File: src/rtl/counter_seq_pkg.sv
// counter_seq_pkg: shared command codes, FSM encoding and counter width for counter_sequencer
package counter_seq_pkg;
  localparam int CNT_W = 8;
  typedef enum logic [1:0] {OP_CLEAR = 2'b00, OP_LOAD = 2'b01, OP_UP = 2'b10, OP_DOWN = 2'b11} op_e;
  typedef enum logic [2:0] {S_IDLE = 3'd0, S_CLR = 3'd1, S_LD = 3'd2, S_RUN = 3'd3, S_DONE = 3'd4} state_e;
endpackage

File: src/rtl/counter_seq_checker.sv
// counter_seq_checker: mirrors the external counter from the issued controls and flags a sticky divergence
module counter_seq_checker
  import counter_seq_pkg::*;
(
  input  logic             clock,
  input  logic             clear,
  input  logic             cntClear,
  input  logic             cntLoad,
  input  logic             cntEnable,
  input  logic             cntIncOrDec,
  input  logic [CNT_W-1:0] cntInput,
  input  logic [CNT_W-1:0] cntValue,
  output logic             mismatch
);
  logic [CNT_W-1:0] r_mirror;
  logic             r_armed;
  logic             r_mismatch;
  assign mismatch = r_mismatch;
  always_ff @(posedge clock) begin
    if (clear) begin
      r_mirror   <= '0;
      r_armed    <= 1'b0;
      r_mismatch <= 1'b0;
    end else begin
      r_mirror   <= cntClear ? '0 : cntLoad ? cntInput :
                    cntEnable ? (cntIncOrDec ? r_mirror + 1'b1 : r_mirror - 1'b1) : r_mirror;
      r_armed    <= r_armed | cntClear | cntLoad;
      r_mismatch <= r_mismatch | (r_armed && cntValue != r_mirror);
    end
  end
endmodule

File: src/rtl/counter_sequencer.sv
// counter_sequencer: command FSM driving an external up/down counter with registered controls.
// Define COUNTER_SEQ_CHECK_EN to add the mirror checker and the sticky mismatch output.
module counter_sequencer
  import counter_seq_pkg::*;
(
  input  logic             clock,
  input  logic             clear,
  input  logic             cmdValid,
  output logic             cmdReady,
  input  logic [1:0]       cmdOp,
  input  logic [CNT_W-1:0] cmdData,
  output logic [CNT_W-1:0] cntInput,
  output logic             cntClear,
  output logic             cntLoad,
  output logic             cntIncOrDec,
  output logic             cntEnable,
  input  logic [CNT_W-1:0] cntValue,
  output logic             done,
  output logic             busy
`ifdef COUNTER_SEQ_CHECK_EN
  ,
  output logic             mismatch
`endif
);
  state_e           r_state, w_state;
  logic [CNT_W-1:0] r_step, w_step, r_cntInput, w_cntInput;
  logic             r_clr, w_clr, r_ld, w_ld, r_en, w_en, r_dir, w_dir, r_done, w_done, r_busy, r_ready;
  assign cmdReady    = r_ready;
  assign cntInput    = r_cntInput;
  assign cntClear    = r_clr;
  assign cntLoad     = r_ld;
  assign cntEnable   = r_en;
  assign cntIncOrDec = r_dir;
  assign done        = r_done;
  assign busy        = r_busy;
  always_comb begin
    w_state    = r_state;
    w_step     = r_step;
    w_cntInput = r_cntInput;
    w_dir      = r_dir;
    w_clr      = 1'b0;
    w_ld       = 1'b0;
    w_en       = 1'b0;
    w_done     = 1'b0;
    case (r_state)
      S_IDLE: if (cmdValid) begin
        case (cmdOp)
          OP_CLEAR: begin
            w_state = S_CLR;
            w_clr   = 1'b1;
          end
          OP_LOAD: begin
            w_state    = S_LD;
            w_ld       = 1'b1;
            w_cntInput = cmdData;
          end
          default: begin
            w_state = (cmdData == '0) ? S_DONE : S_RUN;
            w_done  = (cmdData == '0);
            w_en    = (cmdData != '0);
            w_step  = (cmdData != '0) ? cmdData : r_step;
            w_dir   = (cmdData != '0) ? ~cmdOp[0] : r_dir;
          end
        endcase
      end
      S_CLR, S_LD: begin
        w_state = S_DONE;
        w_done  = 1'b1;
      end
      S_RUN: begin
        // the step counter holds the cycles of enable still owed, including the current one
        w_state = (r_step == 8'd1) ? S_DONE : S_RUN;
        w_done  = (r_step == 8'd1);
        w_en    = (r_step != 8'd1);
        w_step  = (r_step == 8'd1) ? r_step : r_step - 1'b1;
      end
      default: w_state = S_IDLE;
    endcase
  end
  always_ff @(posedge clock) begin
    if (clear) begin
      r_state    <= S_IDLE;
      r_step     <= '0;
      r_cntInput <= '0;
      r_clr      <= 1'b0;
      r_ld       <= 1'b0;
      r_en       <= 1'b0;
      r_dir      <= 1'b0;
      r_done     <= 1'b0;
      r_busy     <= 1'b0;
      r_ready    <= 1'b1;
    end else begin
      r_state    <= w_state;
      r_step     <= w_step;
      r_cntInput <= w_cntInput;
      r_clr      <= w_clr;
      r_ld       <= w_ld;
      r_en       <= w_en;
      r_dir      <= w_dir;
      r_done     <= w_done;
      r_busy     <= (w_state != S_IDLE);
      r_ready    <= (w_state == S_IDLE);
    end
  end
`ifdef COUNTER_SEQ_CHECK_EN
  counter_seq_checker u_checker (
    .clock      (clock),
    .clear      (clear),
    .cntClear   (r_clr),
    .cntLoad    (r_ld),
    .cntEnable  (r_en),
    .cntIncOrDec(r_dir),
    .cntInput   (r_cntInput),
    .cntValue   (cntValue),
    .mismatch   (mismatch)
  );
`else
  logic w_unused;
  assign w_unused = ^cntValue;
`endif
endmodule
File: config.mk
export PLATFORM = sky130hd
export DESIGN_NAME = counter_sequencer
export DESIGN_NICKNAME = d
export VERILOG_FILES = /design/src/rtl/counter_seq_pkg.sv /design/src/rtl/counter_seq_checker.sv /design/src/rtl/counter_sequencer.sv
export SDC_FILE = /design/constraint.sdc
export NUM_CORES = 1
export LEC_CHECK = 0
export CAP_MARGIN = 20
export CORE_UTILIZATION = 49
export CTS_CLUSTER_SIZE = 14
export DETAILED_ROUTE_END_ITERATION = 12
export PLACE_DENSITY_LB_ADDON = 0.08
export SLEW_MARGIN = 20
export SYNTH_ARGS = -nofsm -noshare
export SYNTH_HDL_FRONTEND = slang
export SYNTH_SLANG_ARGS = --single-unit
File: constraint.sdc
create_clock -name clock -period 3.7 [get_ports clock]
set_input_delay 0.74 -clock clock [delete_from_list [all_inputs] [get_ports clock]]
set_output_delay 0.74 -clock clock [all_outputs]
set_load 0.005 [all_outputs]
* After elaboration in Yosys (flattened, before gate mapping) *
Cells that the tools add are included.

storage, ports and cells
  RAM bits = 0
  latch bits = 0
  input port bits = 21
  ROM bits = 0
  memories kept = 0
  bits in registers = 26

operators by class
  $lt $le $gt $ge = 0
  multiplexer cells = 18
  divide/modulo/power cells = 0
  bitwise logic cells = 4
  reduce and logical (&&, ||, !) cells = 13
  shifts and indexed selects = 0
  multipliers = 0
  $add $sub $neg = 1
  eq/ne operators = 10

operator list
  operator             number
  $mux 8               4
  $pmux 8 s2           1
  $mux 3               3
  $pmux 3 s3           1
  $eq 8x1->1 const B   1
  $logic_not 8->1      1
  $ne 2x2->1 const B   4
  $ne 8x1->1 const B   1
  $reduce_bool 8->1    1
  $sub 8x1->8 const B  1
  $eq 3x2->1 const B   2
  $logic_not 3->1      2
  $mux 1               6
  $pmux 3 s2           1
  $reduce_and 5->1     1
  $not 1->1            4
  $reduce_and 4->1     1
  $reduce_or 2->1      2
  $eq 3x1->1 const B   1
  $pmux 1 s3           1
  $reduce_and 3->1     1
  $reduce_bool 3->1    1
  $reduce_or 3->1      1
  $eq 2x1->1 const B   1
  3 further kinds      3

* Depth between registers and ports, before layout *
  depth in word-level cells = 6
  depth in mapped cells = 7

* Worst setup path after synthesis *
No wires, ideal clock.

  path type = input -> register
  start point = input port cmdData[2]
  end point = register r_step[3]
  library setup time = 0.132 ns
  arrival = 1.963 ns
  buffers on the path = 0
  setup slack = 1.605 ns
  stages on the path = 4
  cell sequence = nor4_1 a211oi_4 nor2_1 o32ai_1

on the way
  cells in the longest elaborated chain, start to end = 3

ends and longest elaborated chain
  item                               RTL line                 RTL
  start: declaration                 counter_sequencer.sv:11  input logic [CNT_W-1:0] cmdData,
  $reduce_bool 8->1                  counter_sequencer.sv:61  w_step = (cmdData != '0) ? cmdData : r_step;
  $ne 2x2->1 (no source line)        -
  $reduce_and 5->1 (no source line)  -
  end signal: assignment             counter_sequencer.sv:94  r_step <= w_step;
  end: declaration                   counter_sequencer.sv:26  logic [CNT_W-1:0] r_step, w_step, r_cntInput, w_cntInput;

Every way passes these cells.
A chain may end at the register's enable or synchronous reset.

* Worst setup path in the final report *
  start point = input port cmdData[6]
  end point = register r_step[2]

Same word-level chain as after synthesis.

==> impl_metrics.csv <==
group,metric,value,unit
run_status,run_status,"complete, no violations",
power_and_ir_drop,power_frac_clock,25.2,%
yosys,synth_area_leaders,"dfxtp_1, a21oi_1, mux2i_1",
run,max_cap_viol_count,0,
power_and_ir_drop,swShare,26.8,%
yosys,syn_avg_cell_area,8.62,um^2
global_route,grt_max_degree,25,
yosys,ys_ff_latch,26,
setup_path,crit_family,"simple AND/OR/NAND/NOR gates",
finish,final_nets,189,
power_and_ir_drop,vdd_drop_max,0.000212,V
power_and_ir_drop,switchingPower,0.151,mW
clock_network,clk-insertion-delay-late,320,ps
sta,slew_violations,0,
sta,min_period,2590,ps
sta,finalSetupTns,0,ps
floorplan,rows,17,
power_and_ir_drop,power_density,371,nW/um^2
floorplan,die_w,51.6,um
setup_path,crit_slowest_cell,"nor4_1",
yosys,synth_common_cells,"dfxtp_1, nor2_1, a21oi_1",
clock_network,numCtsBuffers,3,
floorplan,die_area,2660,um^2
setup_path,cp_num_buf_inv,1,
sta,worst_pin_slew,849,ps
sta,fmax,386,MHz
yosys,synthCells,140,
finish,drive_gt1_share,4.85,%
setup_path,crit_type,"primary input to register",
placement,routabilityCongestion,0.891,
sta,fin_crit_sh,70.0,%
detailed_routing,wl_per_cell,14.4,um
clock_network,cts_root_buffer,"clkbuf_4",
clock_network,cts_resized,0,
floorplan,core-area,2280,um^2
detailed_routing,drc,0,
detailed_routing,drtIter0Drc,25,
yosys,ys_seq_area_share,43.2,%
clock_network,cts_hold_buf,0,
yosys,synth_async_sr_flop_share,0,%
power_and_ir_drop,internal_power,0.413,mW
clock_network,path_clk_slew,140,ps
clock_network,cts_num_sinks,26,
hold_path,hold_path.class,"register to register",
power_and_ir_drop,comb_power_share,20.0,%
yosys,synth.distinct_cells,31,
detailed_routing,vias,1133,
power_and_ir_drop,seqPwrFrac,54.8,%
yosys,synth_top_cell_area_share,43.2,%
clock_network,clockBufferDepth,2,
detailed_routing,vias_per_cell,5.87,
sta,rsz0062_at_grt,"false",
finish,num_antenna_cells,0,
setup_path,critPathLaunchType,"primary input",
global_route,overflow,0,
yosys,synth_area_leader_cell,"dfxtp_1",
setup_path,critPathMaxFanout,7,
setup_path,cpPeakStageDelay,730,ps
finish,utilization,66.7,%
setup_path,arrival,2770,ps
yosys,yosys_warnings,0,
power_and_ir_drop,power_leakage,0.614,nW
global_route,grt_pass1_vias,1046,
detailed_routing,drt-total-wl,2770,um
floorplan,io_pins,36,
detailed_routing,drt_pre_antenna_iters,4,
placement,portBuffers,27,
sta,clock_skew,8.69,ps
clock_network,cts_tree,"built",
global_route,antenna_found_initial,0,
power_and_ir_drop,p_total,0.564,mW
clock_network,htreeDepth,1,
setup_path,critical_path_required,3880,ps
yosys,synth_edf_count,0,
floorplan,start_util,53.0,%
yosys,ys.flop_type,"dfxtp_1",
global_route,grt_pass1_wl,4540,um
finish,areaGrowthSynthToFinish,25.9,%
yosys,synth_most_common_cell,"dfxtp_1",
sta,finalHoldViolCount,0,
detailed_routing,antenna_left,0,
floorplan,die_y,51.6,um
sta,maxSlewHeadroom,43.2,%
setup_path,cp_cell_sequence,"clkdlybuf4s50_1, nor4_1, a211oi_4, nor2_1, o32ai_1",
sta,finalSetupViolations,0,
yosys,syn_nets,163,
clock_network,postCtsSetupBuffers,0,
placement,hpwl,1990,um
global_route,grt.total_usage,22.6,%
yosys,syn_area,1210,um^2
setup_path,endpoint_kind,"register",
layout by cell type, fill, tap and decap left out, types with 2 or more instances in the layout:
cell	n
nor4_1	3
clkbuf_4	3
nor3b_1	2
o22ai_1	3
nand2_1	8
nand3_1	2
inv_1	7
a31oi_1	4
dfxtp_1	26
ha_1	2
nor2_1	21
and2_1	6
mux2i_1	8
clkdlybuf4s50_1	27
nor3_1	3
o32ai_1	6
a21oi_1	19
layer usage:
metal | global-route usage, % | wire (um) | vias to the layer above
met5 | 0 | 0 | -
li1 | - | - | 559
met1 | 30.0 | 1310 | 539
met3 | 3.22 | 137 | 2
met2 | 36.8 | 1300 | 33
met4 | 9.01 | 17 | 0
kinds of logic after synthesis:
logic type,synth area share [%]
fa+ha+maj,2.07
flops,43.2
mux,6.64
simple gates,20.9
buf+inv,5.19
compound gates,22.1
power groups by stage:
| stage | Sequential [mW] | Clock, mW | Combinational [mW] |
|---|---|---|---|
| after global routing | 0.311 | 0.155 | 0.124 |
| final | 0.309 | 0.142 | 0.113 |
| after detailed placement | 0.315 | 0 | 0.111 |
| after floorplan | 0.314 | 0 | 0.0658 |
| after global placement | 0.315 | 0 | 0.109 |
| after CTS | 0.309 | 0.146 | 0.112 |
final timing paths:
| kind | depth (start not counted) | startpoint | slack, ps | end |
|---|---|---|---|---|
| worst max-delay path | 5 | cmdData[6] | 1110 | r_step[2] |
| worst min-delay path | 2 | r_step[5] | 490 | r_step[5] |
| worst max register to register | 4 | r_step[2] | 1550 | r_step[2] |
| worst min register to register | 2 | r_step[5] | 490 | r_step[5] |
metrics by stage:
stage	worst slack (ps)	std cells	instance area [um^2]	hold WS, ps
2_1_floorplan	1600	140	1210	449
3_3_place_gp	904	189	1480	466
3_5_place_dp	796	189	1480	470
4_1_cts	1150	193	1520	489
5_1_grt	910	193	1520	516
6_report	1110	193	1520	487
flip-flops by register name, summed over array words and instances, names as in the netlist:
signal,flops
done,1
cntIncOrDec,1
busy,1
cmdReady,1
cntClear,1
cntInput,8
cntLoad,1
cntEnable,1
r_state,3
r_step,8
worst register-to-register path: cells and delay by family (launching register included):
kind               cells  cell delay, ps
DFF                    1             390
and+or+nand+nor        2            1180
AOI/OAI and AO/OA      2             440
cell type report:
cell class,instances,area [um^2]
fillers,200,757
multi-input cells,100,623
flip-flops and latches,26,520
repair buffers,28,278
clock buffers,4,36.3
well taps,28,35.0
inverters,7,26.3
(Power assumes the default switching activity.)
